### config.mk
export PLATFORM = sky130hd
export DESIGN_NAME = uart_rx_controller
export DESIGN_NICKNAME = d
export VERILOG_FILES = /design/src/rtl/uart_rx_controller_pkg.sv /design/src/rtl/uart_tick_gen.sv /design/src/rtl/uart_rx_controller.sv
export SDC_FILE = /design/constraint.sdc
export NUM_CORES = 1
export LEC_CHECK = 0
export CORE_UTILIZATION = 45
export DETAILED_ROUTE_END_ITERATION = 10
export GPL_TIMING_DRIVEN = 0
export MAX_ROUTING_LAYER = met4
export PLACE_DENSITY = 0.68
export SETUP_SLACK_MARGIN = 0.05
export SYNTH_ARGS = -nofsm -noshare
export SYNTH_HDL_FRONTEND = slang
export SYNTH_SLANG_ARGS = --single-unit
### constraint.sdc
create_clock -name sysclk -period 1.7 [get_ports sysclk]
set_clock_uncertainty 0.15 [all_clocks]
set_input_delay 0.17 -clock sysclk [delete_from_list [all_inputs] [get_ports sysclk]]
set_output_delay 0.17 -clock sysclk [all_outputs]
set_load 0.005 [all_outputs]
### src/rtl/uart_rx_controller_pkg.sv
// Shared definitions for the UART receive path: state encoding, field widths
// and the oversample divider calculation.
package uart_rx_controller_pkg;

  typedef enum logic [1:0] {
    ST_IDLE  = 2'd0,
    ST_START = 2'd1,
    ST_DATA  = 2'd2,
    ST_STOP  = 2'd3
  } rx_state_e;

  localparam int TICK_W = 4;
  localparam int DATA_W = 8;
  localparam int BIT_W  = $clog2(DATA_W);

  // 16x oversample divider, truncated, never below 1.
  function automatic int calc_div(input int clk_freq, input int baud);
    int raw;
    raw = clk_freq / (baud * 16);
    return (raw < 1) ? 1 : raw;
  endfunction

endpackage

### src/rtl/uart_tick_gen.sv
// Oversample tick generator: one-cycle pulse every DIV sysclk cycles,
// restarted by clr so the first tick lands DIV cycles after clr drops.
module uart_tick_gen
  import uart_rx_controller_pkg::*;
#(
  parameter int DIV = 651
) (
  input  logic sysclk,
  input  logic reset,
  input  logic clr,
  output logic tick
);

  localparam int CW = (DIV > 1) ? $clog2(DIV) : 1;
  localparam logic [CW-1:0] LOAD = CW'(DIV - 1);

  logic [CW-1:0] cnt_q, cnt_d;

  always_comb begin
    if (clr || (cnt_q == '0)) cnt_d = LOAD;
    else                      cnt_d = cnt_q - 1'b1;
  end

  always_ff @(posedge sysclk) begin
    if (!reset) cnt_q <= '0;
    else        cnt_q <= cnt_d;
  end

  assign tick = !clr && (cnt_q == '0);

endmodule

### src/rtl/uart_rx_controller.sv
// 8N1 UART receiver with 16x oversampling, a single-byte holding register
// and sticky frame-error / overrun flags acknowledged by rd_en.
module uart_rx_controller
  import uart_rx_controller_pkg::*;
#(
  parameter int CLK_FREQ = 100000000,
  parameter int BAUD     = 9600
) (
  input  logic              sysclk,
  input  logic              reset,
  input  logic              UART_RX,
  input  logic              rx_enable,
  input  logic              rd_en,
  output logic [DATA_W-1:0] rx_data,
  output logic              rx_valid,
  output logic              frame_err,
  output logic              overrun,
  output logic              irq
);

  localparam int DIV = calc_div(CLK_FREQ, BAUD);
  localparam logic [TICK_W-1:0] TICK_MID  = TICK_W'(7);
  localparam logic [TICK_W-1:0] TICK_LAST = '1;
  localparam logic [BIT_W-1:0]  BIT_LAST  = BIT_W'(DATA_W - 1);

  rx_state_e          state_q, state_d;
  logic [TICK_W-1:0]  tick_cnt_q, tick_cnt_d;
  logic [BIT_W-1:0]   bit_idx_q, bit_idx_d;
  logic [DATA_W-1:0]  shift_q, shift_d;
  logic [DATA_W-1:0]  rx_data_q, rx_data_d;
  logic               rx_valid_q, rx_valid_d;
  logic               frame_err_q, frame_err_d;
  logic               overrun_q, overrun_d;
  logic               armed_q, armed_d;
  logic               sync1_q, sync2_q;
  logic               rx_sync, tick, stop_hit;

  assign rx_sync = sync2_q;

  uart_tick_gen #(.DIV(DIV)) u_tick_gen (
    .sysclk (sysclk),
    .reset  (reset),
    .clr    (state_q == ST_IDLE),
    .tick   (tick)
  );

  always_ff @(posedge sysclk) begin
    if (!reset) begin
      sync1_q     <= 1'b1;
      sync2_q     <= 1'b1;
      state_q     <= ST_IDLE;
      tick_cnt_q  <= '0;
      bit_idx_q   <= '0;
      shift_q     <= '0;
      armed_q     <= 1'b0;
      rx_data_q   <= '0;
      rx_valid_q  <= 1'b0;
      frame_err_q <= 1'b0;
      overrun_q   <= 1'b0;
    end else begin
      sync1_q     <= UART_RX;
      sync2_q     <= sync1_q;
      state_q     <= state_d;
      tick_cnt_q  <= tick_cnt_d;
      bit_idx_q   <= bit_idx_d;
      shift_q     <= shift_d;
      armed_q     <= armed_d;
      rx_data_q   <= rx_data_d;
      rx_valid_q  <= rx_valid_d;
      frame_err_q <= frame_err_d;
      overrun_q   <= overrun_d;
    end
  end

  always_comb begin
    state_d    = state_q;
    tick_cnt_d = tick_cnt_q;
    bit_idx_d  = bit_idx_q;
    shift_d    = shift_q;
    armed_d    = 1'b0;
    stop_hit   = 1'b0;
    unique case (state_q)
      ST_IDLE: begin
        tick_cnt_d = '0;
        bit_idx_d  = '0;
        shift_d    = '0;
        // A start needs the line to have been seen high while idle.
        armed_d    = armed_q | rx_sync;
        if (rx_enable && armed_q && !rx_sync) begin
          state_d = ST_START;
          armed_d = 1'b0;
        end
      end
      ST_START: begin
        if (tick) begin
          if (tick_cnt_q == TICK_MID) begin
            tick_cnt_d = '0;
            state_d    = rx_sync ? ST_IDLE : ST_DATA;
          end else begin
            tick_cnt_d = tick_cnt_q + 1'b1;
          end
        end
      end
      ST_DATA: begin
        if (tick) begin
          tick_cnt_d = tick_cnt_q + 1'b1;
          if (tick_cnt_q == TICK_LAST) begin
            shift_d   = {rx_sync, shift_q[DATA_W-1:1]};
            bit_idx_d = bit_idx_q + 1'b1;
            if (bit_idx_q == BIT_LAST) state_d = ST_STOP;
          end
        end
      end
      ST_STOP: begin
        if (tick) begin
          tick_cnt_d = tick_cnt_q + 1'b1;
          if (tick_cnt_q == TICK_LAST) begin
            state_d  = ST_IDLE;
            stop_hit = 1'b1;
          end
        end
      end
    endcase
    if (state_q != ST_IDLE && !rx_enable) begin
      state_d    = ST_IDLE;
      tick_cnt_d = '0;
      bit_idx_d  = '0;
      shift_d    = '0;
      stop_hit   = 1'b0;
    end
  end

  always_comb begin
    rx_data_d   = rx_data_q;
    rx_valid_d  = rx_valid_q & ~rd_en;
    frame_err_d = frame_err_q & ~rd_en;
    overrun_d   = overrun_q & ~rd_en;
    if (stop_hit) begin
      if (rx_sync) begin
        rx_data_d  = shift_q;
        rx_valid_d = 1'b1;
        if (rx_valid_q && !rd_en) overrun_d = 1'b1;
      end else begin
        frame_err_d = 1'b1;
      end
    end
  end

  assign rx_data   = rx_data_q;
  assign rx_valid  = rx_valid_q;
  assign frame_err = frame_err_q;
  assign overrun   = overrun_q;
  assign irq       = rx_valid_q | frame_err_q | overrun_q;

endmodule

# ---- After elaboration in Yosys (flattened, before gate mapping)
# Cells that the tools add are included.
dict set report totals {
  inputBits 5
  output_inout_bits 12
  wordCells 94
  regBits 41
}
dict set report classes {
  n_mux 32
  reduce_logical 22
  n_eq_ne 15
  add_sub_neg 3
  n_bitwise 9
}
# operator count
set ops {}
lappend ops {{2-to-1 mux 2 bit} 9}
lappend ops {{2-to-1 mux 8 bit} 2}
lappend ops {{!= test 2 bit (second input constant)} 8}
lappend ops {{one-hot mux 8 bit (2 select lines)} 1}
lappend ops {{2-to-1 mux 4 bit} 3}
lappend ops {{one-hot mux 4 bit (3 select lines)} 1}
lappend ops {{2-to-1 mux 1 bit} 11}
lappend ops {{zero test 10 bit} 1}
lappend ops {{2-to-1 mux 10 bit} 1}
lappend ops {{subtractor 10 x 1 -> 10 bit (second input constant)} 1}
lappend ops {{one-hot mux 2 bit (4 select lines)} 1}
lappend ops {{AND reduction 8 bit} 1}
lappend ops {{2-to-1 mux 3 bit} 2}
lappend ops {{one-hot mux 3 bit (2 select lines)} 1}
lappend ops {{OR reduction 2 bit} 3}
lappend ops {{logical AND 1 bit} 5}
lappend ops {{adder 4 x 1 -> 4 bit (second input constant)} 1}
lappend ops {{equality test 2 bit (second input constant)} 2}
lappend ops {{equality test 4 x 3 -> 1 bit (second input constant)} 1}
lappend ops {{equality test 4 bit (second input constant)} 1}
lappend ops {{zero test 1 bit} 4}
lappend ops {{AND reduction 2 bit} 2}
lappend ops {{nonzero test 2 bit} 2}
lappend ops {{adder 3 x 1 -> 3 bit (second input constant)} 1}
lappend ops {{10 further kinds} 16}

# ---- Depth between registers and ports, before layout
# Gate-level depths: netlist of run 1.
dict set report depth {
  ltp_word 7
  mapped_depth 7
  mapped_depth_nobuf 6
}

# ---- Cells and area by module
# From an unflattened synthesis of run 1, not the netlist that was laid out.
dict set report hier_totals {
  hier_cells 211
  area_unflattened_um2 1806.7
}
# mod n_inst cells_each area_per_inst_um2
set by_module_without_submodules {}
lappend by_module_without_submodules {uart_rx_controller 1 158 1337.5}
lappend by_module_without_submodules {uart_tick_gen 1 53 469.2}

# ---- Worst setup path after synthesis of run 1
# No wires, ideal clock.
dict set report synth_timing {
  path_kind {flip-flop to flip-flop}
  startpoint {register u_tick_gen.cnt_q[0]}
  endpoint {register bit_idx_q[0]}
  t_arrival_ns 1.542
  period_less_slack_ns 1.764
  stages_incl_launch_ff 8
  setup_time_ns 0.072
  path_buffers 1
  required_ns 1.478
  setup_slack_ns -0.064
  cell_sequence {dfxtp_1 inv_1 ha_1 nor2b_1 nand3_4 nor3b_2 buf_4 mux2i_1}
}
dict set report synth_between {
  elab_chain_cells 4
}
# element line
set synth_lines {}
lappend synth_lines {{start, declared} uart_tick_gen.sv:17} ;# logic [CW-1:0] cnt_q, cnt_d;
lappend synth_lines {{start signal, assigned} uart_tick_gen.sv:26} ;# else cnt_q <= cnt_d;
lappend synth_lines {{zero test 10 bit} uart_tick_gen.sv:29} ;# assign tick = !clr && (cnt_q == '0);
lappend synth_lines {{logical AND 1 bit} uart_tick_gen.sv:29}
lappend synth_lines {{!= test 2 bit (no source line)} n/a}
lappend synth_lines {{AND reduction 3 bit (no source line)} n/a}
lappend synth_lines {{end signal, assigned} uart_rx_controller.sv:65} ;# bit_idx_q <= bit_idx_d;
lappend synth_lines {{end, declared} uart_rx_controller.sv:28} ;# logic [BIT_W-1:0] bit_idx_q, bit_idx_d;
# No other way between the ends.
# A chain may end at the register's enable or synchronous reset.

==> results of run 1 <==
## critical path, stage by stage, from the launching register on
cell     delay, ns
dfxtp_4       0.36
nor4_4        0.30
buf_4         0.18
nand3_4       0.12
buf_4         0.17
or4_4         0.41
a21oi_2       0.12
## kinds of logic (layout without fill, tap and decap cells)
logic type / count (synthesis) / count (layout) / share of synthesized area
and+or+nand+nor: 79 / 79 / 0.239
DFF: 41 / 41 / 0.451
AOI/OAI and AO/OA: 38 / 38 / 0.135
buffers and inverters: 14 / 61 / 0.0330
muxes: 11 / 11 / 0.0604
xor gates and xnor gates: 10 / 10 / 0.0481
adders and majority gates: 5 / 5 / 0.0343
## how the worst max path moves through the flow
stage | from | end | slack (ns) | cells after the start
6_report | u_tick_gen.cnt_q[3] | flop | -0.17 | 6
4_1_cts | u_tick_gen.cnt_q[4] | shift_q[2] | -0.11 | 6
3_5_place_dp | rx_enable | shift_q[2] | -0.40 | 6
3_3_place_gp | rx_enable | shift_q[6] | -0.32 | 6
5_1_grt | u_tick_gen.cnt_q[3] | flop | -0.23 | 6
2_1_floorplan | u_tick_gen.cnt_q[3] | bit_idx_q[0] | -0.006 | 5
## per-stage QoR
| stage | cell area, um^2 | hold WS (ns) | util | setup TNS, ns | total power, mW |
|---|---|---|---|---|---|
| 2_1_floorplan | 1840 | 0.0961 | - | -0.0566 | 1.07 |
| 3_3_place_gp | 2060 | 0.243 | 0.545 | -7.13 | 1.10 |
| 3_5_place_dp | 2060 | 0.245 | 0.545 | -9.03 | 1.10 |
| 4_1_cts | 2310 | 0.263 | 0.613 | -1.65 | 1.82 |
| 5_1_grt | 2520 | 0.288 | 0.669 | -4.80 | 1.89 |
| 6_report | 2520 | 0.266 | 0.669 | -2.75 | 1.84 |
## layer usage
layer  global-route usage  vias to the layer above  share of wire
met2                0.346                       36           0.48
met4                0.114                        0          0.026
li1                     -                      784              -
met3               0.0417                       10          0.042
met1                0.277                      795           0.45
met5                    -                        -              0
## layout by cell type (no fill, tap or decap), types with 2 or more instances in the layout
cell type / instances
dfxtp_2: 7
clkbuf_2: 2
xnor2_1: 5
mux2i_1: 11
and4_4: 2
buf_6: 9
nand2_1: 26
a21boi_1: 7
inv_1: 3
and2_1: 4
nand3b_1: 4
ha_1: 4
o21ai_1: 3
buf_4: 16
nand2b_1: 3
clkdlybuf4s50_1: 15
dfxtp_1: 31
clkbuf_8: 7
clkbuf_1: 2
dfxtp_4: 3
a21boi_0: 5
xor2_1: 5
nand3_1: 11
inv_2: 2
a21oi_1: 4
nand4_1: 3
o21ai_2: 7
nor2_1: 13
nor3b_2: 2
## flip-flops by register name (all words and copies together) (netlist names), named ones only
| signal | flops |
|---|---|
| armed_q | 1 |
| bit_idx_q | 3 |
| frame_err | 1 |
| overrun | 1 |
| rx_data | 8 |
| rx_sync | 1 |
| rx_valid | 1 |
| shift_q | 8 |
| state_q | 1 |
| sync1_q | 1 |
| tick_cnt_q | 4 |
| u_tick_gen.cnt_q | 10 |
## final cells by class
cell class / count / area share
multi-input cells: 143 / 0.420
clock inverters: 1 / 0.00198
inverters: 5 / 0.00744
well taps: 48 / 0.0238
plain buffers: 8 / 0.0263
clock buffers: 7 / 0.0382
repair buffers: 40 / 0.149
flip-flops and latches: 41 / 0.333
## power by group through the flow
stage / sequential [mW] / combinational [mW] / clock [mW]
floorplan: 1.00 / 0.0672 / 0
global placement: 1.00 / 0.0954 / 0
detailed placement: 1.00 / 0.0980 / 0
CTS: 0.982 / 0.117 / 0.717
global route: 0.981 / 0.157 / 0.750
finish: 0.980 / 0.147 / 0.714
## repair_timing
item                       in CTS  in global routing
hold buffers                    0                  0
pin swaps                       2                 12
buffers inserted               11                  9
resized for setup              30                 43
setup endpoints to repair      39                 38
cloned                          2                  2
==> impl_metrics.py, run 1 <==
metrics = {
    "run_status": {
        "failed_checks": "setup timing",
        "status": "complete, but fails checks",
    },
    "hold_path": {
        "min_path_cells": 1,
        "worst_hold_path_type": "flop to flop",
        "hold_end": "rx_sync",
        "min_from": "sync1_q",
    },
    "yosys": {
        "ys_seq_elements": 41,
        "synth_warnings": 0,
        "yosys-top-cells-area": "dfxtp_1, mux2i_1, nand2_1",
        "synth.net_count": 208,
        "synth_edf_count": 0,
        "netlist.area_leader.share": 0.451,
        "synth_commonest_cells": "dfxtp_1, nand2_1, nor2_1",
        "syn_area_per_cell_um2": 9.20,
        "synth_area_um2": 1820,
        "synth.largest_area_cell": "dfxtp_1",
        "synth.most_common_cell": "dfxtp_1",
        "ys_types": 39,
        "synthArstFlopShare": 0,
        "synthCells": 198,
        "synth_ff_type": "dfxtp_1",
        "yosysSeqAreaShare": 0.451,
    },
    "final_layout": {
        "multi_input_area_um2": 1060,
        "final_cells": 293,
        "diodes": 0,
        "fillerInstances": 295,
        "syn_to_final_growth_pct": 38.5,
        "nets": 254,
        "drive_above_1_share": 0.306,
        "layout.area.seq_um2": 841,
    },
    "power_and_ir_drop": {
        "power_leakage_nw": 0.922,
        "max-vdd-ir-drop_v": 0.000467,
        "clkPwrFrac": 0.388,
        "p_int_mw": 1.41,
        "switching_power_uw": 433,
        "switching_share": 0.235,
        "seq_power_share": 0.532,
        "power_frac_comb": 0.080,
        "powerDensity_nw_per_um2": 730,
    },
    "job": {
        "cap_violations": 0,
    },
    "global_route": {
        "grt_usage": 0.224,
        "grt_max_degree": 13,
        "grt_pass1_wl_um": 6920,
        "grt_overflow": 0,
        "antenna_found_initial": 0,
        "grt_pass1_vias": 1514,
    },
    "setup_path": {
        "rr_startpoint": "u_tick_gen.cnt_q[3]",
        "critPathCaptureType": "flop",
        "rr_worst_depth": 6,
        "critPathLaunchType": "flop",
        "crit_type": "flop to flop",
        "crit_fanout": 5,
        "reg2reg_slack_ns": -0.17,
        "required_ns": 1.78,
        "cp.arrival_ns": 1.95,
    },
    "floorplanning": {
        "die_w_um": 65.6,
        "die_y_um": 65.6,
        "ioPinCount": 17,
        "core_um2": 3770,
        "row_count": 22,
        "die_area_um2": 4310,
        "initial_core_util": 0.483,
    },
    "clock_tree": {
        "cts_tree": "done",
        "htree_levels": 2,
        "path_clk_slew_ns": 0.08,
        "clkLatencyLatePin_ns": 0.30,
        "cts_num_sinks": 41,
        "cts_buffer_depth": 2,
        "cts_root_buf": "clkbuf_8",
        "cts_buffers": 5,
    },
    "timing": {
        "worstMarginPinSlew_ns": 0.444,
        "setup_viol": 27,
        "finalCriticalPeriod_ns": 1.87,
        "rsz0062_at_grt": "yes",
        "fmax_mhz": 534,
        "maxSlewViolCount": 0,
        "relSlewSlack": 0.704,
        "setup_slack_ns": -0.171,
        "period_share": 1.10,
        "hold_viol_final": 0,
    },
    "drt": {
        "vias": 1625,
        "antenna_left": 0,
        "wl_um": 4620,
        "viasPerCell": 5.55,
        "drt-pass1-iter-count": 4,
        "route.detailed.drc": 0,
        "avgRoutedWirePerCell_um": 15.8,
        "drt-initial-drc-count": 153,
    },
    "placed_design": {
        "dp.cells": 262,
        "dp_slack_ns": -0.405,
        "port_buffers": 16,
        "dp_hpwl_um": 2700,
        "gp_congestion": 0.822,
    },
}
(Power assumes the default switching activity.)
==> run 2, diff against run 1 <==
- SLEW_MARGIN: not set -> 20
==> results of run 2 <==
The final DEF is identical to that of run 1; final timing and power are the same.
